**config.mk**
```make
export PLATFORM = sky130hd
export DESIGN_NAME = led_chaser_stage
export DESIGN_NICKNAME = d
export VERILOG_FILES = /design/src/rtl/led_chaser_stage.sv
export SDC_FILE = /design/constraint.sdc
export NUM_CORES = 1
export LEC_CHECK = 0
export BUFFER_PORTS_ARGS = -buffer_cell sky130_fd_sc_hd__buf_4
export CAP_MARGIN = 20
export CELL_PAD_IN_SITES_DETAIL_PLACEMENT = 1
export CELL_PAD_IN_SITES_GLOBAL_PLACEMENT = 1
export CORE_MARGIN = 2
export CORE_UTILIZATION = 53
export CTS_BUF_LIST = sky130_fd_sc_hd__clkbuf_2 sky130_fd_sc_hd__clkbuf_4 sky130_fd_sc_hd__clkbuf_8
export CTS_CLUSTER_SIZE = 16
export DETAILED_ROUTE_END_ITERATION = 8
export GPL_ROUTABILITY_DRIVEN = 0
export PLACE_DENSITY = 0.9
export SLEW_MARGIN = 15
export SYNTH_ARGS = -nofsm -noshare
export SYNTH_HDL_FRONTEND = slang
export SYNTH_SLANG_ARGS = --single-unit
```
**constraint.sdc**
```tcl
create_clock -name clk -period 4.1 [get_ports clk]
set_input_delay 0.41 -clock clk [delete_from_list [all_inputs] [get_ports clk]]
set_output_delay 0.41 -clock clk [all_outputs]
set_load 0.005 [all_outputs]
```
**src/rtl/led_chaser_stage.sv**
```systemverilog
// Autonomous chasing-LED engine driven by a 16-bit GPO control word.
// Bounce or wrap stepping with a prescaled step rate, run/pause and edge-triggered restart.
module led_chaser_stage #(
    parameter int N        = 16,
    parameter int BASE_DIV = 500_000
) (
    input  logic                 clk,
    input  logic                 reset,
    input  logic [15:0]          ctrl,
    output logic [N-1:0]         led,
    output logic [$clog2(N)-1:0] pos,
    output logic                 step,
    output logic                 running
);

    localparam int PW = $clog2(N);
    localparam logic [PW-1:0] LAST = PW'(N - 1);
    localparam logic [N-1:0]  ONE  = N'(1);

    typedef enum logic {IDLE, RUN} state_t;

    state_t        state, state_nxt;
    logic [31:0]   count;
    logic [31:0]   limit;
    logic          restart_q;
    logic          pre_en;
    logic          dir;          // 0 = up (toward MSB), 1 = down
    logic          restart;
    logic          active;
    logic          fire;
    logic [PW-1:0] pos_nxt;
    logic          dir_nxt;
    logic          unused_reserved;

    always_ff @(posedge clk or posedge reset) begin
        if (reset) state <= IDLE;
        else       state <= state_nxt;
    end

    always_comb begin
        state_nxt = state;
        case (state)
            IDLE: if (ctrl[0])  state_nxt = RUN;
            RUN:  if (!ctrl[0]) state_nxt = IDLE;
            default: state_nxt = IDLE;
        endcase
    end

    always_comb begin
        running = (state == RUN);
    end

    always_comb begin
        unused_reserved = ^ctrl[7:4];
        limit   = (32'(ctrl[15:8]) + 32'd1) * 32'(BASE_DIV) - 32'd1;
        restart = ctrl[3] & ~restart_q;
        // pre_en holds the prescaler for the first RUN cycle, so the first
        // step after run rises lands one cycle past a full period.
        active  = pre_en & ctrl[0] & (state == RUN);
        fire    = active & (count >= limit) & ~restart;
    end

    always_comb begin
        pos_nxt = pos;
        dir_nxt = dir;
        if (ctrl[1]) begin
            dir_nxt = ctrl[2];
            if (ctrl[2]) pos_nxt = (pos == '0)   ? LAST : pos - PW'(1);
            else         pos_nxt = (pos == LAST) ? '0   : pos + PW'(1);
        end else if (!dir) begin
            // An outward-pointing dir at an endpoint reflects instead of leaving range.
            if (pos == LAST) begin
                pos_nxt = LAST - PW'(1);
                dir_nxt = 1'b1;
            end else begin
                pos_nxt = pos + PW'(1);
                dir_nxt = (pos_nxt == LAST);
            end
        end else begin
            if (pos == '0) begin
                pos_nxt = PW'(1);
                dir_nxt = 1'b0;
            end else begin
                pos_nxt = pos - PW'(1);
                dir_nxt = (pos_nxt != '0);
            end
        end
    end

    always_ff @(posedge clk or posedge reset) begin
        if (reset) begin
            pos       <= '0;
            led       <= ONE;
            step      <= 1'b0;
            dir       <= 1'b0;
            count     <= '0;
            restart_q <= 1'b0;
            pre_en    <= 1'b0;
        end else begin
            restart_q <= ctrl[3];
            pre_en    <= (state == RUN) & ctrl[0];
            step      <= fire;
            if (restart) begin
                pos   <= '0;
                led   <= ONE;
                dir   <= 1'b0;
                count <= '0;
            end else begin
                if (fire) begin
                    pos   <= pos_nxt;
                    led   <= ONE << pos_nxt;
                    count <= '0;
                end else if (active) begin
                    count <= count + 32'd1;
                end else begin
                    count <= '0;
                end
                if (ctrl[1])   dir <= ctrl[2];
                else if (fire) dir <= dir_nxt;
            end
        end
    end

endmodule

```
==> results of run 1 <==
[kinds of logic after synthesis]
| family | synth area share, % |
|---|---|
| simple gates | 19.46 |
| compound gates | 12.64 |
| fa+ha+maj | 25.01 |
| buf+inv | 6.026 |
| xor+xnor | 10.06 |
| flops | 22.47 |
| mux | 4.332 |
[through the flow]
step / instances / utilization, % / hold WS (ns) / setup slack (ns) / cell area [um^2]
2_1_floorplan: 731 / - / 0.4414 / -2.252 / 6580
3_3_place_gp: 1008 / 67.41 / 0.4025 / -2.511 / 7796
3_5_place_dp: 1008 / 67.41 / 0.4060 / -3.060 / 7796
==> out/qor.csv, run 1 <==
metric,value,unit
Commonest cells post-synth,"ha_1 (95), nor2_1 (91), inv_1 (69)",
row count,39,
CTS buffer count,9,
Main synth FF type,dfrtp_1,
cts hold-fix bufs,0,
Initial Utilization,54.94,%
CTS Buffer Depth,2,
Syn Nets,864,
"flops & latches, synth",57,
Exit stage,clock tree synthesis,
H-tree levels,3,
ys async rst share,100.0,%
Unique masters post-synth,67,
PortBufs,35,
die span in y,113.5,um
"top cells by area, synth","dfrtp_1 (22%), ha_1 (19%), fa_1 (6.3%)",
area share of the largest cell type after synthesis,22.06,%
root buf cell,clkbuf_8,
YS warnings,0,
Num Clock Sinks,57,
Post-Syn Area,0.006354,mm^2
status,stopped before the end,
Resize count post-CTS,95,
Die W,113.5,um
setup bufs post-CTS,18,
Post-synth EDFFs,0,
dominant cell type by area after synthesis,dfrtp_1,
dpl hpwl,18450,um
tool error,[ERROR DPL-0033] detailed placement checks failed during check placement.,
I/O pin cnt,40,
Syn Inst Count,731,
Avg Synthesized Cell Area,8.692,um^2
"Seq/Total Area, Yosys",22.47,%
most numerous cell in the Yosys netlist,ha_1,
==> run 2: changes to the inputs <==
==> config.mk (replaced) <==
export PLATFORM = sky130hd
export DESIGN_NAME = led_chaser_stage
export DESIGN_NICKNAME = d
export VERILOG_FILES = /design/src/rtl/led_chaser_stage.sv
export SDC_FILE = /design/constraint.sdc
export NUM_CORES = 1
export LEC_CHECK = 0
export BUFFER_PORTS_ARGS = -buffer_cell sky130_fd_sc_hd__buf_4
export CAP_MARGIN = 20
export CORE_MARGIN = 2
export CORE_UTILIZATION = 40
export DETAILED_ROUTE_END_ITERATION = 8
export GPL_ROUTABILITY_DRIVEN = 0
export PLACE_DENSITY_LB_ADDON = 0.15
export SLEW_MARGIN = 15
export SYNTH_ARGS = -nofsm -noshare
export SYNTH_HDL_FRONTEND = slang
export SYNTH_SLANG_ARGS = --single-unit
==> run 2 against run 1 <==
  * The flow now finishes, with violations (negative setup slack)
  * Area after synthesis stayed put
  * Synthesized cell count stayed put
==> out/qor.csv, run 2 <==
metric,value,unit
Core ar.,0.01571,mm^2
die area,0.01691,mm^2
Util after Layout,56.67,%
Slew HR,46.41,%
clock slew at reported path FFs,0.05,ns
Pwr per Cell Area,546.0,mW/mm^2
total power,4862,uW
final cell count without fillers,1116,
row count,46,
worst skew pair latency,0.32,ns
Fin. Hold Viols,0,
Final setup viols,54,
area grow syn2layout,40.13,%
Critical Path End Type,register,
largest fanout on the critical path,4,
dpl hpwl,12060,um
Syn Nets,864,
Worst Slack Setup Final,-2.112,ns
antenna-violating nets left,0,
"Largest stage delay, worst path",0.56,ns
slew at the pin with the worst max-slew slack,0.7965,ns
H-tree levels,3,
failing checks,negative setup slack,
PortBufs,35,
CP Data Required Time,4.31,ns
TritonCTS clock tree,yes,
"commonest cells after routing, fill and taps aside","buf_4 (164), nor2_1 (86), ha_1 (77)",
"Seq/Total Area, Yosys",22.47,%
area share of the largest cell type after synthesis,22.06,%
Total Routing Usage GR,18.85,%
R2R Setup Slk,1.47,ns
"Slew Viols, Final",0,
number of max-cap violations,0,
post-route minimum period,6.212,ns
setup tns final,-102.20,ns
multi-input logic area,0.005215,mm^2
filler cell count in the final layout,1418,
VDD IR max,333.0,uV
Nets,1029,
crit path kind,input port to register,
final wirelength,15560,um
Commonest cells post-synth,"ha_1 (95), nor2_1 (91), inv_1 (69)",
CTS Buffer Depth,2,
grt ovf,0,
Avg Synthesized Cell Area,8.692,um^2
placed insts,1083,
largest net degree at the start of global routing,58,
vias in the first global route,5401,
unrepaired setup endpoints after global routing,yes,
"top cells by area, synth","dfrtp_1 (22%), ha_1 (19%), fa_1 (6.3%)",
Main synth FF type,dfrtp_1,
Clock Skew,0.009066,ns
Num Clock Sinks,57,
Syn Inst Count,731,
most numerous cell in the Yosys netlist,ha_1,
Max Fclk,0.1610,GHz
post-DR vias/cell,5.052,
most flop-heavy register,count,
first-pass GRT wire length,25790,um
FF/Latch Area,0.001428,mm^2
leakage power,0.004211,uW
Ant. Diodes,0,
fin crit share,151.5,%
initial antenna violation count,0,
Worst Setup Start Kind,input port,
CTS buffer count,9,
"flops & latches, synth",57,
root buf cell,clkbuf_16,
via count,5638,
DR DRC count,0,
I/O pin cnt,40,
drt first pass iters,4,
Post-Syn Area,0.006354,mm^2
max reg flops,32,
status,finished with violations,
Unique masters post-synth,67,
Most Frequent Cell on Critical Path,ha_4,
slowest CP cell,fa_2,
min-delay worst type,input port to register,
ys async rst share,100.0,%
die span in y,130.0,um
YS warnings,0,
Iteration-0 DRC Markers,305,
dominant cell type by area after synthesis,dfrtp_1,
Post-synth EDFFs,0,
Die W,130.0,um
"commonest non-fill, non-tap cell in the layout",buf_4,
biggest regs,"count x32, led x16, pos x4",
Wirelength per Cell,13.94,um
Initial Utilization,40.44,%
proportion of layout cells with a drive suffix above 1,33.00,%
crit path DAT,6.42,ns
==> run 2: cell counts after synthesis <==
No cell type changed its count.
==> run 2: where the power goes <==
part	switching [uW]	internal (uW)	leakage [uW]
clock	234	462	0.000139
combinational	1730	1870	0.00329
sequential	2.80	567	0.000786
==> run 2: cell families (layout without fill, tap and decap cells) <==
| group | after synthesis | after routing | synth area share (%) |
|---|---|---|---|
| buffers and inverters | 94 | 263 | 6.026 |
| muxes | 26 | 26 | 4.332 |
| and+or+nand+nor | 248 | 248 | 19.46 |
| AOI/OAI and AO/OA | 118 | 118 | 12.64 |
| xor gates and xnor gates | 73 | 73 | 10.06 |
| DFF | 57 | 57 | 22.47 |
| adders and majority gates | 115 | 115 | 25.01 |
==> run 2: cell type report <==
type	instances	area share (%)
clock buffer	11	2.614
tap	216	3.035
clock inverter	4	0.5059
inverter	69	2.993
timing repair buffer	179	16.25
sequential	57	16.03
multi-input combinational	580	58.57
==> run 2: metal layers <==
| layer | routed length (um) | vias to the layer above | GRT usage, % |
|---|---|---|---|
| met5 | 0 | - | 0 |
| met4 | 81 | 0 | 2.340 |
| met3 | 343 | 9 | 3.280 |
| met2 | 7498 | 55 | 30.30 |
| met1 | 7637 | 2706 | 27.37 |
| li1 | - | 2868 | - |
==> run 2: what timing repair did <==
item | 4_1_cts | 5_1_grt
endpoints found under the setup margin | 54 | 54
buffers inserted | 12 | 6
cloned | 2 | 0
hold buffers | 0 | 0
resized for setup | 81 | 27
pin swaps | 34 | 49
==> run 2: critical path, delay by kind of cell <==
kind	cells	cell delay, ns
xor+xnor	3	0.38
fa+ha+maj	7	2.32
simple gates	6	1.30
compound gates	9	1.44
buf+inv	6	0.55
==> run 2: stage by stage <==
stage / setup slack [ns] / area, um^2 / hold slack [ns]
2_1_floorplan: -2.252 / 6580 / 0.4414
3_3_place_gp: -2.533 / 7903 / 0.4886
3_5_place_dp: -2.622 / 7903 / 0.4962
4_1_cts: -2.055 / 8748 / 0.1962
5_1_grt: -2.330 / 8904 / 0.1875
6_report: -2.112 / 8904 / 0.2091
==> run 2: final timing paths <==
path                                      from  cells past startpoint             endpoint
hold reg to reg             count[0]$_DFF_PP0_                      1   count[0]$_DFF_PP0_
setup / recovery                       ctrl[8]                     31      dir$_DFFE_PP0P_
hold / removal                         ctrl[3]                      1  restart_q$_DFF_PP0_
max in group asynchronous                reset                      3  count[29]$_DFF_PP0_
min in group asynchronous                reset                      3  restart_q$_DFF_PP0_
setup reg to reg           count[13]$_DFF_PP0_                     11      dir$_DFFE_PP0P_
Power figures use the tool's default switching activity.
